**config.mk**
```make
export PLATFORM = sky130hd
export DESIGN_NAME = pc_sequencer
export DESIGN_NICKNAME = d
export VERILOG_FILES = /design/src/rtl/pc_seq_pkg.sv /design/src/rtl/pc_sequencer_register.sv /design/src/rtl/pc_sequencer.sv
export SDC_FILE = /design/constraint.sdc
export NUM_CORES = 1
export LEC_CHECK = 0
export ABC_AREA = 1
export CORE_MARGIN = 3
export CORE_UTILIZATION = 60
export CTS_BUF_LIST = sky130_fd_sc_hd__clkbuf_4 sky130_fd_sc_hd__clkbuf_8 sky130_fd_sc_hd__clkbuf_16
export DETAILED_ROUTE_END_ITERATION = 8
export DONT_BUFFER_PORTS = 1
export PLACE_DENSITY_LB_ADDON = 0.3
export SLEW_MARGIN = 15
export SYNTH_ARGS = -nofsm -noshare
export SYNTH_HDL_FRONTEND = slang
export SYNTH_SLANG_ARGS = --single-unit
```
**constraint.sdc**
```tcl
create_clock -name Clk -period 2.55 [get_ports Clk]
set_input_delay 0.255 -clock Clk [delete_from_list [all_inputs] [get_ports Clk]]
set_output_delay 0.255 -clock Clk [all_outputs]
set_load 0.005 [all_outputs]
```
**src/rtl/pc_seq_pkg.sv**
```systemverilog
// Shared types and constants for the fetch-stage next-PC sequencer.
package pc_seq_pkg;

   // Sequencer state, exported on the State port with this encoding.
   typedef enum logic [1:0] {
      ST_BOOT  = 2'd0,
      ST_RUN   = 2'd1,
      ST_FLUSH = 2'd2,
      ST_HALT  = 2'd3
   } state_t;

   // Reason recorded alongside Epc.
   typedef enum logic [1:0] {
      CAUSE_NONE     = 2'd0,
      CAUSE_EXT      = 2'd1,
      CAUSE_MISALIGN = 2'd2
   } cause_t;

   // Decision taken in a fetching cycle, lower value wins.
   localparam logic [2:0] PRI_NONE      = 3'd0;
   localparam logic [2:0] PRI_EXCEPTION = 3'd1;
   localparam logic [2:0] PRI_BRANCH    = 3'd2;
   localparam logic [2:0] PRI_JUMP      = 3'd3;
   localparam logic [2:0] PRI_HALT      = 3'd4;
   localparam logic [2:0] PRI_HOLD      = 3'd5;
   localparam logic [2:0] PRI_SEQ       = 3'd6;

endpackage

```
**src/rtl/pc_sequencer_register.sv**
```systemverilog
// Generic n-bit register: synchronous active-low clear, active-low load enable.
module Register #(
   parameter int n = 32
) (
   input  logic         Clk,
   input  logic         Reset,
   input  logic         Enable,
   input  logic [n-1:0] D,
   output logic [n-1:0] Q
);

   // Clear on reset, otherwise capture D whenever Enable is low.
   always_ff @(posedge Clk) begin
      if (!Reset)
         Q <= '0;
      else if (!Enable)
         Q <= D;
   end

endmodule

```
**src/rtl/pc_sequencer.sv**
```systemverilog
// Next-PC controller for the fetch stage: boot, sequential fetch, stall,
// branch/jump redirect with alignment check, exception vectoring with EPC
// capture, halt/resume, and a multi-cycle pipeline flush after redirects.
module pc_sequencer
   import pc_seq_pkg::*;
#(
   parameter int           N            = 32,
   parameter logic [N-1:0] RESET_VECTOR = '0,
   parameter logic [N-1:0] EXC_VECTOR   = N'('h80),
   parameter int           INC          = 4,
   parameter int           ALIGN_BITS   = 2,
   parameter int           FLUSH_CYCLES = 2
) (
   input  logic         Clk,
   input  logic         Reset,
   input  logic [N-1:0] Pc,
   input  logic         FetchReady,
   input  logic         Stall,
   input  logic         BranchTaken,
   input  logic [N-1:0] BranchTarget,
   input  logic         Jump,
   input  logic [N-1:0] JumpTarget,
   input  logic         Exception,
   input  logic         Halt,
   input  logic         Resume,
   output logic [N-1:0] PcNext,
   output logic         PcEnable_n,
   output logic         Flush,
   output logic         FetchValid,
   output logic [N-1:0] Epc,
   output logic [1:0]   Cause,
   output logic [1:0]   State
);

   localparam int           CNT_W      = $clog2(FLUSH_CYCLES + 1);
   localparam logic [N-1:0] ALIGN_MASK = N'((64'd1 << ALIGN_BITS) - 64'd1);
   localparam logic [N-1:0] INC_N      = N'(INC);

   state_t             state, state_next;
   cause_t             cause, cause_next;
   logic [CNT_W-1:0]   cnt, cnt_next;
   logic [2:0]         pri;
   logic [N-1:0]       target;
   logic               take_vec;
   logic               take_redir;
   logic               capture;

   function automatic logic misaligned(input logic [N-1:0] t);
      return |(t & ALIGN_MASK);
   endfunction

   // Control registers: state, flush countdown, exception cause.
   always_ff @(posedge Clk) begin
      if (!Reset) begin
         state <= ST_BOOT;
         cnt   <= '0;
         cause <= CAUSE_NONE;
      end else begin
         state <= state_next;
         cnt   <= cnt_next;
         if (capture)
            cause <= cause_next;
      end
   end

   // Next-state and PC-register control decode.
   always_comb begin
      state_next = state;
      cnt_next   = cnt;
      cause_next = cause;
      PcNext     = Pc;
      PcEnable_n = 1'b1;
      Flush      = 1'b0;
      FetchValid = 1'b0;
      capture    = 1'b0;
      take_vec   = 1'b0;
      take_redir = 1'b0;
      pri        = PRI_NONE;
      target     = BranchTarget;

      case (state)
         ST_BOOT: begin
            PcNext     = RESET_VECTOR;
            PcEnable_n = 1'b0;
            state_next = ST_RUN;
         end
         ST_RUN, ST_FLUSH: begin
            FetchValid = 1'b1;
            Flush      = (state == ST_FLUSH);
            // In FLUSH the branch/jump/halt requests belong to killed work.
            if (Exception)
               pri = PRI_EXCEPTION;
            else if (state == ST_RUN && BranchTaken)
               pri = PRI_BRANCH;
            else if (state == ST_RUN && Jump)
               pri = PRI_JUMP;
            else if (state == ST_RUN && Halt)
               pri = PRI_HALT;
            else if (Stall || !FetchReady)
               pri = PRI_HOLD;
            else
               pri = PRI_SEQ;
         end
         ST_HALT: begin
            if (Exception)
               pri = PRI_EXCEPTION;
            else if (Resume)
               state_next = ST_RUN;
         end
         default: state_next = ST_BOOT;
      endcase

      case (pri)
         PRI_EXCEPTION: begin
            take_vec   = 1'b1;
            cause_next = CAUSE_EXT;
         end
         PRI_BRANCH, PRI_JUMP: begin
            target = (pri == PRI_BRANCH) ? BranchTarget : JumpTarget;
            if (misaligned(target)) begin
               take_vec   = 1'b1;
               cause_next = CAUSE_MISALIGN;
            end else begin
               take_redir = 1'b1;
            end
         end
         PRI_HALT: state_next = ST_HALT;
         PRI_SEQ: begin
            PcNext     = Pc + INC_N;
            PcEnable_n = 1'b0;
         end
         default: ;
      endcase

      // Plain cycles inside FLUSH count down toward RUN.
      if (state == ST_FLUSH && (pri == PRI_HOLD || pri == PRI_SEQ)) begin
         cnt_next = cnt - CNT_W'(1);
         if (cnt <= CNT_W'(1))
            state_next = ST_RUN;
      end

      if (take_vec) begin
         PcNext  = EXC_VECTOR;
         capture = 1'b1;
      end else if (take_redir) begin
         PcNext = target;
      end

      if (take_vec || take_redir) begin
         PcEnable_n = 1'b0;
         Flush      = 1'b1;
         cnt_next   = CNT_W'(FLUSH_CYCLES - 1);
         state_next = (FLUSH_CYCLES > 1) ? ST_FLUSH : ST_RUN;
      end

      // Reset overrides everything visible to the PC register and pipeline.
      if (!Reset) begin
         PcNext     = RESET_VECTOR;
         PcEnable_n = 1'b1;
         Flush      = 1'b0;
         FetchValid = 1'b0;
         capture    = 1'b0;
      end
   end

   Register #(.n(N)) u_epc (
      .Clk    (Clk),
      .Reset  (Reset),
      .Enable (~capture),
      .D      (Pc),
      .Q      (Epc)
   );

   assign Cause = cause;
   assign State = state;

endmodule
```
==> summary.md, run 1 <==
| Metric | Value |
|---|---|
| Final hold vios | 0 |
| Ports | 176 |
| CTS tree | done |
| Net Sw Frac | 46.4% |
| Final nets | 763 |
| Total chip power | 3350 uW |
| HP Class | input pin to flop |
| FF-to-FF setup slack | 0.18 ns |
| Crit path largest cell delay | 0.34 ns |
| #FFs+latches synth | 38 |
| Total length of routed wires | 13.6 mm |
| Dpl hpwl | 9.62 mm |
| Worst skew pair latency | 0.29 ns |
| Die area | 0.00678 mm2 |
| Largest area contributor in the netlist | nand2_1 |
| Psw | 1560 uW |
| Yosys Warn Count | 0 |
| Worst Path Buf+Inv | 2 |
| Clk pin slew, worst setup/hold paths | 0.08 ns |
| Number of diodes | 0 |
| Filler cells | 462 |
| Worst Clk Skew | 0.00305 ns |
| Crit. End Element | primary output |
| Setup CP Type | flop to primary output |
| DRT iter0 DRCs | 535 |
| Cells on worst reg2reg path | 18 |
| Sequential share of the synthesized area | 21.8% |
| Worst vdd ir | 0.533 mV |
| Outcome | complete, but fails checks |
| H-tree levels | 2 |
| Overall routing resource usage | 35.2% |
| Die Y | 82.3 um |
| Number of remaining DRC errors | 0 |
| Seq pwr share | 26.0% |
| Post-synth EDFFs | 0 |
| Post-CTS Hold Buffers | 0 |
| Vias in the first global route | 3,673 |
| Crit-path leading delay family | simple AND/OR/NAND/NOR gates |
| Starting Density | 62.7% |
| CP Launch Type | flop |
| CP max FO | 7 |
| WP data required | 2.30 ns |
| Clock tree sinks | 38 |
| Final design utilization | 74.1% |
| Clock power frac | 19.0% |
| GR Overflow Total | 0 |
| Vias per Instance | 6.20 |
| Mapped Avg Cell Area | 5.46 um2 |
| Max Clk Rate | 0.386 GHz |
| Post-route minimum period | 2.59 ns |
| Pwr Density | 811 mW/mm2 |
| Critical Path Most Common Cell | nand2_1 |
| RSZ-0062 raised after global routing | true |
| Number of port buffers | 0 |
| Comb pwr share | 55.1% |
| Slew at the pin closest to its max-slew limit | 0.416 ns |
| Final max-slew violation count | 0 |
| First-pass GRT wire length | 18.3 mm |
| Syn-to-layout area delta | 18.3% |
| Distinct cell type count after synthesis | 34 |
| Ys flop type | dfxtp_1 |
| Largest net degree at the start of global routing | 33 |
| Hold_sp | Pc[21] |
| Mapped cell area | 0.00349 mm2 |
| CTS buffer count | 5 |
| Syn nets | 751 |
| Area contributors post-synth | nand2_1 30%, dfxtp_1 22%, nor2_1 8.3% |
| DIE WIDTH | 82.3 um |
| Worst setup margin | -0.0428 ns |
| Slowest CP cell | dfxtp_2 |
| DP Worst Slack | 0.0106 ns |
| Leak Pwr | 0.00191 uW |
| Ys async rst share | 0% |
| Via count | 4,497 |
| Root Driver | clkbuf_8 |
| WL/cell | 18.7 um |
| Setup violators final | 1 |
| FF-to-FF Start | State[0]$_SDFF_PP0_ |
| Crit path DAT | 2.34 ns |
| Share of cells above drive strength 1 | 15.8% |
| Hold Path End | u_epc.Q[21]$_SDFFE_PN0P_ |
| Worst reg2reg path endpoint | u_epc.Q[2]$_SDFFE_PN0P_ |
| Gate Count Post-Synth | 640 |
| Antenna Violating Nets Remaining | 0 |
| Crit path cell chain | buf_6 > ha_4 > nand2_4 > nand2_1 > nand2_1 > nand2_1 > nand2_2 > nand2_4 > nand2_2 > nand2_2 > nand2_4 > nand2_8 > buf_12 > o211ai_1 > nand2_1 > nor2_2 |
| Core area | 0.00557 mm2 |
| Final Cycle Share | 102% |
| Antenna violations before repair | 0 |
| Cell count of the worst hold path | 2 |
| Max cap viols | 0 |
| Max transition margin | 72.2% |
| Failing checks | setup timing |
| GPL Wtd Cong | 0.960 |
| Longest Clk Path Bufs | 2 |
| Synth top area share | 29.9% |
| Std cell rows | 27 |
| Internal power | 1790 uW |
| Pre-antenna DRT Iters | 5 |
flip-flops by register name, summed over array words and instances, names as in the netlist:
signal / count
State: 2
cnt: 2
Cause: 2
u_epc.Q: 32
worst max-delay path by stage:
stage / endpoint / start / depth (start not counted) / slack (ns)
global route: PcNext[7] / State[0]$_SDFF_PP0_ / 17 / -0.13
global placement: PcNext[10] / State[1]$_SDFF_PN0_ / 11 / 0.02
detailed placement: PcNext[21] / State[1]$_SDFF_PN0_ / 11 / 0.01
finish: PcNext[20] / State[0]$_SDFF_PP0_ / 16 / -0.04
floorplan: PcNext[6] / State[0]$_SDFF_PP0_ / 12 / 0.39
CTS: PcNext[21] / State[0]$_SDFF_PP0_ / 15 / 0.005
through the flow:
step	cells	TNS (ns)	hold WS (ns)	area [um2]
after floorplan	640	0	0.358	3490
after global placement	697	0	0.355	3520
after detailed placement	697	0	0.363	3520
after CTS	710	0	0.0653	3770
after global routing	725	-0.890	0.0672	4130
final	725	-0.0428	0.0647	4130
power by group through the flow:
| stage | clock network (uW) | logic (uW) | registers [uW] |
|---|---|---|---|
| after floorplan | 0 | 1080 | 848 |
| after global placement | 0 | 1380 | 868 |
| after detailed placement | 0 | 1420 | 874 |
| after CTS | 636 | 1500 | 864 |
| after global routing | 665 | 1980 | 895 |
| final | 635 | 1840 | 870 |
cells by family (layout without fill, tap and decap cells):
kind of cell / after synthesis / count (layout) / synth area share [%]
and+or+nand+nor: 435 / 436 / 52.5
xor gates and xnor gates: 7 / 7 / 1.75
AOI/OAI and AO/OA: 75 / 75 / 11.5
adders and majority gates: 6 / 6 / 2.15
DFF: 38 / 38 / 21.8
buffers and inverters: 79 / 91 / 10.3
cell usage after synthesis (2+ instances only):
cell type and number:
o211ai_1 4, xor2_1 6, nor3_1 12, inv_1 48, nand3_4 2, a21oi_1 15
nand2_4 3, a211oi_1 2, nand4_1 9, buf_2 13, nand2_2 5, inv_2 5
dfxtp_1 38, o22ai_1 2, nor2_1 77, buf_4 2, nand3_1 42, buf_6 5
clkbuf_1 5, nor2_4 2, ha_1 6, nand2_1 278, o21ai_0 33, a22oi_1 2
o21ai_1 15
cells in the final DEF, fill, tap and decap left out, drive strengths merged:
cell type / count
clkinvlp: 2
o211ai: 4
a21oi: 16
a31oi: 1
ha: 6
dfxtp: 38
xor2: 6
xnor2: 1
inv: 52
nor2: 81
nand3: 45
a22oi: 2
nand2: 287
nor3: 13
buf: 26
o22ai: 2
a211oi: 2
clkinv: 1
bufinv: 2
clkbuf: 8
o21ai: 48
nand4: 9
nor3b: 1
final cells by class:
type / count / area (um2) / area share [%]
multi-input cells: 524 / 2580 / 62.5
flip-flops and latches: 38 / 766 / 18.5
repair buffers: 28 / 303 / 7.33
inverters: 53 / 233 / 5.63
well taps: 72 / 90.1 / 2.18
clock buffers: 6 / 82.6 / 2.00
clock inverters: 2 / 60.1 / 1.45
repair inverters: 2 / 13.8 / 0.333
timing repair:
item,4_1_cts,5_1_grt
gates resized for setup,22,62
endpoints found under the setup margin,32,34
gates cloned,1,4
pin swaps,5,22
setup buffers,4,11
worst reg2reg max path, stage by stage (launching register included):
cell and delay [ns]:
dfxtp_2 0.34, buf_6 0.13, ha_4 0.19, nand2_4 0.08, nand2_1 0.05, nand2_1 0.05, nand2_1 0.07, nand2_2 0.09
nand2_4 0.10, nand2_2 0.10, nand2_2 0.07, nand3_2 0.09, nand2_4 0.07, nor2_4 0.13, buf_12 0.15, buf_4 0.12
buf_4 0.29, nand2_1 0.10, o21ai_1 0.09
layer usage:
layer | vias to the layer above | part of all wire (%) | track usage, %
met2 | 394 | 45 | 55.7
met1 | 1973 | 37 | 47.9
met3 | 76 | 13 | 6.51
li1 | 2054 | - | -
met5 | - | 0 | 0
met4 | 0 | 4.3 | 11.6
Note: power is estimated with default switching activity, not from simulation.
==> inputs of run 2 (changes only) <==
--- a/config.mk
+++ b/config.mk
@@ -12,6 +12,7 @@
 export DETAILED_ROUTE_END_ITERATION = 8
 export DONT_BUFFER_PORTS = 1
 export PLACE_DENSITY_LB_ADDON = 0.3
+export SKIP_CTS_REPAIR_TIMING = 1
 export SLEW_MARGIN = 15
 export SYNTH_ARGS = -nofsm -noshare
 export SYNTH_HDL_FRONTEND = slang
==> run 2 against run 1 <==
Net effect:
- the run still ends with setup timing left
- sequential power is essentially flat
- first-iteration DRC count grew 20%
- critical endpoint unchanged
- clock power grew 1%
- combinational power grew 2%
- cell count grew 0.14%
- largest power group unchanged
- die area is the same
- global-route usage shrank 0.81 points
- cell area grew 1.2%
==> summary.md, run 2 (synthesis results as in run 1) <==
| Metric | Value |
|---|---|
| Dpl hpwl | 9.62 mm |
| GR Overflow Total | 0 |
| First-pass GRT wire length | 17.9 mm |
| Vias per Instance | 6.19 |
| Pwr Density | 813 mW/mm2 |
| RSZ-0062 raised after global routing | true |
| Worst skew pair latency | 0.29 ns |
| Sequential Area | 766 um2 |
| Antenna Violating Nets Remaining | 0 |
| Die area | 0.00678 mm2 |
| Met3 routed wirelength | 1.77 mm |
| Setup_tns | -0.371 ns |
| Share of cells above drive strength 1 | 16.7% |
| CP max FO | 14 |
| Root Driver | clkbuf_8 |
| HP Class | input pin to flop |
| Longest Clk Path Bufs | 2 |
| CP Launch Type | flop |
| Setup CP Type | flop to primary output |
| Worst setup margin | -0.120 ns |
| Final nets | 764 |
| Via count | 4,494 |
| Crit path cell chain | inv_4 > ha_4 > buf_4 > nor2_2 > nand2_4 > nand2_2 > nand2_2 > nand2_4 > nand2_8 > buf_12 > o211ai_1 > nand2_1 > nor2_2 |
| Clk pin slew, worst setup/hold paths | 0.08 ns |
| Pre-antenna DRT Iters | 7 |
| Total chip power | 3400 uW |
| CTS tree | done |
| Final instance area | 0.00418 mm2 |
| Commonest non-fill, non-tap cell in the layout | nand2_1 |
| DRT iter0 DRCs | 641 |
| Routed wl met2 | 6.41 mm |
| Final design utilization | 75.0% |
| Final max-slew violation count | 0 |
| Std cell rows | 27 |
| Outcome | complete, but fails checks |
| Post-Place Cell Area | 0.00352 mm2 |
| CTS buffer count | 5 |
| Core area | 0.00557 mm2 |
| Leak Pwr | 0.00194 uW |
| Crit path largest cell delay | 0.39 ns |
| GPL Wtd Cong | 0.960 |
| Most frequent cells in the layout | 270 x nand2_1, 56 x nor2_1, 45 x inv_1 |
| Filler cells | 457 |
| Final hold vios | 0 |
| Multi-input logic area | 0.00260 mm2 |
| Post-route minimum period | 2.67 ns |
| Starting Density | 62.7% |
| Number of diodes | 0 |
| DIE WIDTH | 82.3 um |
| Syn-to-layout area delta | 19.6% |
| Overall routing resource usage | 34.4% |
| Max transition margin | 69.7% |
| Slowest CP cell | dfxtp_4 |
| Antenna violations before repair | 0 |
| Met1 Routed Length | 5.12 mm |
| H-tree levels | 2 |
| Worst vdd ir | 0.547 mV |
| Max Clk Rate | 0.374 GHz |
| Die Y | 82.3 um |
| WL/cell | 19.2 um |
| Final Cycle Share | 105% |
| Total length of routed wires | 13.9 mm |
| Largest net degree at the start of global routing | 33 |
| Setup violators final | 9 |
| Crit path DAT | 2.42 ns |
| Worst Path Buf+Inv | 3 |
| Number of port buffers | 0 |
| DR top layer | met4 |
| Crit-path leading delay family | simple AND/OR/NAND/NOR gates |
| Clock tree sinks | 38 |
| Failing checks | setup timing |
| Number of remaining DRC errors | 0 |
| WP data required | 2.30 ns |
| DP Worst Slack | 0.0106 ns |
| Worst Clk Skew | 0.00744 ns |
| Ports | 176 |
| Reg with most FFs | u_epc.Q |
| Max cap viols | 0 |
| Vias in the first global route | 3,596 |
| Crit. End Element | primary output |
| Largest register FFs | 32 |
| Slew at the pin closest to its max-slew limit | 0.450 ns |
-- run 2: changes by cell type in the layout (fill, tap and decap cells not counted), moves of 2 or more --
cell / delta
nand2_4: -2
nor3_4: +2
nor2_2: +3
nor2_1: -3
nand2_2: +3
-- run 2: layout make-up --
cell class	instances	area share, %
clock buffers	6	1.98
clock inverters	2	1.44
inverters	53	5.57
multi-input cells	524	62.2
flip-flops and latches	38	18.3
well taps	72	2.16
repair buffers	30	8.17
repair inverters	1	0.210
-- run 2: final timing paths --
| path | start | end | slack [ns] | cells after the start |
|---|---|---|---|---|
| hold / removal | Pc[21] | u_epc.Q[21]$_SDFFE_PN0P_ | 0.06 | 2 |
| setup / recovery | State[1]$_SDFF_PN0_ | PcNext[20] | -0.12 | 13 |
| hold reg to reg | u_epc.Q[0]$_SDFFE_PN0P_ | u_epc.Q[0]$_SDFFE_PN0P_ | 0.47 | 2 |
| setup reg to reg | State[1]$_SDFF_PN0_ | u_epc.Q[2]$_SDFFE_PN0P_ | 0.12 | 15 |
-- run 2: where the power goes --
group,internal [uW],switching [uW],total [uW]
Clock,417,226,643
Sequential,751,120,871
Combinational,640,1240,1880
-- run 2: metal layers --
layer | global-route usage, % | up-vias
met5 | 0 | -
met4 | 8.31 | 0
met3 | 7.05 | 83
met2 | 54.6 | 419
met1 | 47.5 | 1943
li1 | - | 2049
-- run 2: per-stage QoR --
stage | std cells | hold WS [ns]
2_1_floorplan | 640 | 0.358
3_3_place_gp | 697 | 0.355
3_5_place_dp | 697 | 0.363
4_1_cts | 705 | 0.0653
5_1_grt | 726 | 0.0677
6_report | 726 | 0.0598
==> inputs of run 3 (changes only) <==
--- a/config.mk
+++ b/config.mk
@@ -7,10 +7,11 @@
 export LEC_CHECK = 0
 export ABC_AREA = 1
 export CORE_MARGIN = 3
-export CORE_UTILIZATION = 60
+export CORE_UTILIZATION = 59
 export CTS_BUF_LIST = sky130_fd_sc_hd__clkbuf_4 sky130_fd_sc_hd__clkbuf_8 sky130_fd_sc_hd__clkbuf_16
 export DETAILED_ROUTE_END_ITERATION = 8
 export DONT_BUFFER_PORTS = 1
+export HOLD_SLACK_MARGIN = 0.03
 export PLACE_DENSITY_LB_ADDON = 0.3
 export SKIP_CTS_REPAIR_TIMING = 1
 export SLEW_MARGIN = 15
==> constraint.sdc (replaced) <==
create_clock -name Clk -period 2.3 [get_ports Clk]
set_input_delay 0.23 -clock Clk [delete_from_list [all_inputs] [get_ports Clk]]
set_output_delay 0.23 -clock Clk [all_outputs]
set_load 0.005 [all_outputs]
==> run 3 against run 2 <==
Net effect:
- the flow still finishes with violations (setup timing)
- sequential cell count is the same
- cell count is 0.83% higher
- global-route usage fell by 0.46 points
- sequential share of layout area is 0.80 points lower
- critical endpoint is now PcNext[2]
- largest cell class unchanged
- highest routed layer unchanged
- critical path type unchanged
==> summary.md, run 3 (synthesis results as in run 1) <==
| Metric | Value |
|---|---|
| Crit. End Element | primary output |
| Most frequent cells in the layout | 260 x nand2_1, 51 x nor2_1, 44 x inv_1 |
| Commonest non-fill, non-tap cell in the layout | nand2_1 |
| Final nets | 770 |
| Sequential Area | 763 um2 |
| Slew at the pin closest to its max-slew limit | 0.375 ns |
| GPL Wtd Cong | 0.948 |
| HP Class | input pin to flop |
| Max Clk Rate | 0.380 GHz |
| Setup violators final | 34 |
| FF-to-FF Start | State[0]$_SDFF_PP0_ |
| Outcome | complete, but fails checks |
| Max cap viols | 0 |
| Worst skew pair latency | 0.28 ns |
| Pwr Density | 846 mW/mm2 |
| Worst vdd ir | 0.625 mV |
| Largest net degree at the start of global routing | 33 |
| Crit-path leading delay family | simple AND/OR/NAND/NOR gates |
| Number of diodes | 0 |
| Slowest CP cell | dfxtp_2 |
| WL/cell | 19.5 um |
| Overall routing resource usage | 34.0% |
| Reg with most FFs | u_epc.Q |
| Worst reg2reg path endpoint | u_epc.Q[18]$_SDFFE_PN0P_ |
| Std cell rows | 27 |
| WP data required | 2.07 ns |
| Internal power | 1860 uW |
| Worst Path Buf+Inv | 2 |
| Pre-antenna DRT Iters | 6 |
| Starting Density | 62.3% |
| Vias in the first global route | 3,801 |
| FF-to-FF setup slack | 0 ns |
| Dpl hpwl | 9.96 mm |
| Filler cells | 421 |
| Crit path cell chain | buf_6 > ha_4 > nand2_2 > nand2_1 > nand2_1 > nand2_1 > nand2_2 > nand2_4 > nand2_4 > nand2_4 > nand2_4 > nand2_8 > buf_6 > o211ai_1 > nand2_1 > nor2_2 |
| Seq pwr share | 26.0% |
| Root Driver | clkbuf_8 |
| Antenna violations before repair | 0 |
| Hold_ws | 0.0449 ns |
| Leak Pwr | 0.00200 uW |
| Hold_sp | Pc[20] |
| Setup_tns | -7.49 ns |
| CP max FO | 9 |
| Clock tree sinks | 38 |
| Clk pin slew, worst setup/hold paths | 0.08 ns |
| Largest register FFs | 32 |
| Final design utilization | 77.7% |
| Clock power frac | 13.1% |
| Final hold vios | 0 |
| Setup CP Type | flop to primary output |
| Number of port buffers | 0 |
| DRT iter0 DRCs | 585 |
| Final max-slew violation count | 0 |
| Cells on worst reg2reg path | 16 |
| DIE WIDTH | 83.0 um |
| GR Overflow Total | 0 |
| Worst Clk Skew | 0.00520 ns |
| Ports | 176 |
| H-tree levels | 2 |
| Multi-input logic area | 0.00276 mm2 |
| CTS tree | done |
| Failing checks | setup timing |
| Hold Path End | u_epc.Q[20]$_SDFFE_PN0P_ |
| Crit path largest cell delay | 0.34 ns |
| Longest Clk Path Bufs | 2 |
| CTS buffer count | 5 |
| Core area | 0.00561 mm2 |
| Worst setup margin | -0.332 ns |
| RSZ-0062 raised after global routing | true |
| Antenna Violating Nets Remaining | 0 |
| Psw | 1830 uW |
| Net Sw Frac | 49.6% |
| Number of remaining DRC errors | 0 |
| Via count | 4,557 |
| Vias per Instance | 6.23 |
| Comb pwr share | 60.9% |
| Max transition margin | 74.7% |
| Syn-to-layout area delta | 24.7% |
| First-pass GRT wire length | 19.3 mm |
| Share of cells above drive strength 1 | 21.2% |
| Die area | 0.00688 mm2 |
| CP Launch Type | flop |
| Crit path DAT | 2.40 ns |
| Cell count of the worst hold path | 2 |
| Die Y | 83.0 um |
| Final Cycle Share | 114% |
| Post-route minimum period | 2.63 ns |
| Total length of routed wires | 14.3 mm |
run 3: changes by cell type in the layout (fill, tap and decap cells not counted), sizes merged:
cell,before,now
inv,52,51
bufinv,2,0
buf,28,33
clkbuf,8,9
clkinvlp,1,4
run 3: stage by stage:
step	total power, uW	setup slack, ns	instances	area, um2
global route	3880	-0.365	732	4360
floorplan	2140	0.166	640	3490
detailed placement	2610	-0.112	704	3600
finish	3690	-0.332	732	4360
global placement	2560	-0.00974	704	3600
CTS	3100	-0.422	712	3690
run 3: area by class of cell:
type                    instances  area share [%]
clock buffers                   6            1.89
clock inverters                 2           0.287
inverters                      53            5.46
multi-input cells             524            63.3
flip-flops and latches         38            17.5
well taps                      72            2.07
repair buffers                 36            9.33
repair inverters                1           0.115
run 3: power by group through the flow:
stage	clock network, uW	logic [uW]	registers (uW)
global placement	0	1610	956
detailed placement	0	1650	963
CTS	485	1660	949
global route	509	2390	976
floorplan	0	1200	940
finish	484	2250	957
run 3: worst max-delay path by stage:
stage,cells after the start,slack [ns],endpoint,startpoint
floorplan,12,0.17,PcNext[6],State[0]$_SDFF_PP0_
global placement,10,-0.01,PcNext[17],State[1]$_SDFF_PN0_
detailed placement,10,-0.11,PcNext[17],State[1]$_SDFF_PN0_
CTS,10,-0.42,PcNext[17],State[1]$_SDFF_PN0_
global route,16,-0.37,PcNext[27],State[0]$_SDFF_PP0_
finish,16,-0.33,PcNext[2],State[0]$_SDFF_PP0_
run 3: worst reg2reg max path, delay by kind of cell, from the launching register on:
family / cells / cell delay, ns
AND/OR/NAND/NOR: 10 / 0.98
buffers and inverters: 4 / 0.62
flip-flops: 1 / 0.35
adder cells (fa/ha/maj): 1 / 0.17
AO/OA/AOI/OAI: 1 / 0.08
run 3: layer usage:
| layer | GRT usage (%) | routed length [um] | up-vias |
|---|---|---|---|
| met4 | 11.7 | 757 | 0 |
| met3 | 5.85 | 1880 | 88 |
| li1 | - | - | 2070 |
| met1 | 45.8 | 5150 | 1999 |
| met2 | 54.6 | 6480 | 400 |
| met5 | 0 | 0 | - |
==> variant (settings of run 2) <==
Make the reset (`Reset`) asynchronous in 2 clocked blocks.
--- a/src/rtl/pc_sequencer_register.sv
+++ b/src/rtl/pc_sequencer_register.sv
@@ -11,5 +11,5 @@
 
    // Clear on reset, otherwise capture D whenever Enable is low.
-   always_ff @(posedge Clk) begin
+   always_ff @(posedge Clk or negedge Reset) begin
       if (!Reset)
          Q <= '0;
--- a/src/rtl/pc_sequencer.sv
+++ b/src/rtl/pc_sequencer.sv
@@ -51,5 +51,5 @@
 
    // Control registers: state, flush countdown, exception cause.
-   always_ff @(posedge Clk) begin
+   always_ff @(posedge Clk or negedge Reset) begin
       if (!Reset) begin
          state <= ST_BOOT;
Behaviour: differs if Reset is asserted again (counterexample within 4 cycles, from zero or initial values and one cycle with Reset low); with Reset held inactive, the same outputs for 10 cycles.
==> variant against run 2 <==
- the flow still finishes with violations (negative setup slack)
- worst setup slack got worse by 0.053 ns
- die area increased by 10%
- first-iteration DRC count decreased by 14%
- routed wire length increased by 3.8%
- area after synthesis increased by 11%
- total power increased by 18%
- sequential cell count unchanged
- final area increased by 7.7%
==> variant: results (changes against run 2) <==
Outcome -> finished with violations (unchanged)
Failing checks -> negative setup slack (unchanged)
# setup viols final -> 31 (was 9)
Vias in the first global route -> 4,225 (was 3,596)
Setup TNS -> -1.91 ns (was -0.371 ns)
Asr flop ratio synth -> 100% (was 0%)
CP Max Fanout -> 40 (was 14)
Hold Slack -> 0.0905 ns (was 0.0598 ns)
Gpl congestion -> 1.07 (was 0.960)
Syn Nets -> 795 (was 751)
Dpl cells -> 744 (was 697)
Share of layout cells above drive strength 1 -> 14.6% (was 16.7%)
Syn Area/Cell -> 5.67 sq um (was 5.46 sq um)
Fillers -> 515 (was 457)
Register area share after synthesis -> 24.6% (was 21.8%)
Dominant cells by area after synthesis -> dfrtp_1 (25%), nand2_1 (24%), nor2_1 (8.7%) (was nand2_1 (30%), dfxtp_1 (22%), nor2_1 (8.3%))
Reg2reg path depth -> 12 (was 15)
Slack of the critical path -> -0.173 ns (was -0.120 ns)
Max-slew headroom -> 72.9% (was 69.7%)
Reg-to-reg endpoint -> u_epc.Q[4] (was u_epc.Q[2])
First-pass GRT wire length -> 21,100 um (was 17,900 um)
Final std cells w/o fill -> 765 (was 726)
Hold Startpoint -> Pc[0] (was Pc[21])
Synth Area in XOR/XNOR -> 1.36% (was 1.75%)
Worst reg2reg startpoint -> State[0] (was State[1])
Top_reg_cell synth -> dfrtp_1 (was dfxtp_1)
Iteration-0 DRC Markers -> 549 (was 641)
GRT Total Usage -> 35.6% (was 34.4%)
Synth cell count leaders -> nand2_1 (247), nor2_1 (90), inv_1 (62), nand3_1 (62), o21ai_0 (55) (was nand2_1 (278), nor2_1 (77), inv_1 (48))
Synth Area in Compound Gates -> 13.1% (was 11.5%)
## variant: cell count changes in the layout (fill, tap and decap cells not counted), sizes merged, moves of 3 or more
cell	before	now
a21oi	16	19
dfrtp	0	38
dfxtp	38	0
inv	52	63
nand2	287	249
nand3	45	67
nand4	9	17
nor2	81	92
o211ai	4	0
o21ai	48	68
## variant: kinds of logic after synthesis
family	after synthesis
buf+inv	95
simple gates	441
flops	38
compound gates	96
fa+ha+maj	7
xor+xnor	6
## variant: worst max path at each step
| stage | depth (start not counted) | endpoint | startpoint |
|---|---|---|---|
| detailed placement | 14 | PcNext[17] | State[0] |
| global placement | 14 | PcNext[17] | State[0] |
| global route | 12 | PcNext[7] | State[0] |
| floorplan | 12 | PcNext[11] | State[0] |
| finish | 11 | PcNext[7] | State[0] |
| CTS | 14 | PcNext[17] | State[0] |
## variant: metrics by stage
stage,area [sq um],setup WS [ns],utilization (%)
detailed placement,3980,0.0118,65.3
global placement,3980,0.0862,65.3
CTS,4080,-0.314,66.9
global route,4500,-0.252,73.9
finish,4500,-0.173,73.9
floorplan,3870,0.307,-
## variant: per-layer routing
layer | up-vias | routed length, um | track usage (%) | share of wire [%]
met4 | 0 | 577 | 9.63 | 4.0
met2 | 349 | 6710 | 59.3 | 46
met1 | 2141 | 5400 | 47.1 | 37
li1 | 2212 | - | - | -
met3 | 52 | 1770 | 6.94 | 12
met5 | - | 0 | 0 | 0
## variant: final cells by class
cell class / instances / area, sq um / area share [%]
clock buffer: 6 / 82.6 / 1.83
inverter: 64 / 254 / 5.64
clock inverter: 2 / 12.5 / 0.278
sequential: 38 / 952 / 21.2
timing repair buffer: 30 / 345 / 7.67
tap: 75 / 93.8 / 2.08
multi-input combinational: 550 / 2760 / 61.3
## variant: power by group
group | total, uW | leakage [uW] | internal [uW] | switching, uW
combinational | 2470 | 0.00168 | 862 | 1600
clock | 446 | 0.0000472 | 218 | 228
sequential | 1110 | 0.000476 | 880 | 227
## variant: critical path: stages (launching register included)
cell and delay [ns]:
dfrtp_2 0.46, inv_4 0.06, ha_4 0.32, nand3_4 0.12
a21oi_4 0.20, nand4_1 0.20, nand3_4 0.18, buf_12 0.21
nand2_1 0.08, nand2_1 0.08, nor2_1 0.06, nor2_1 0.18
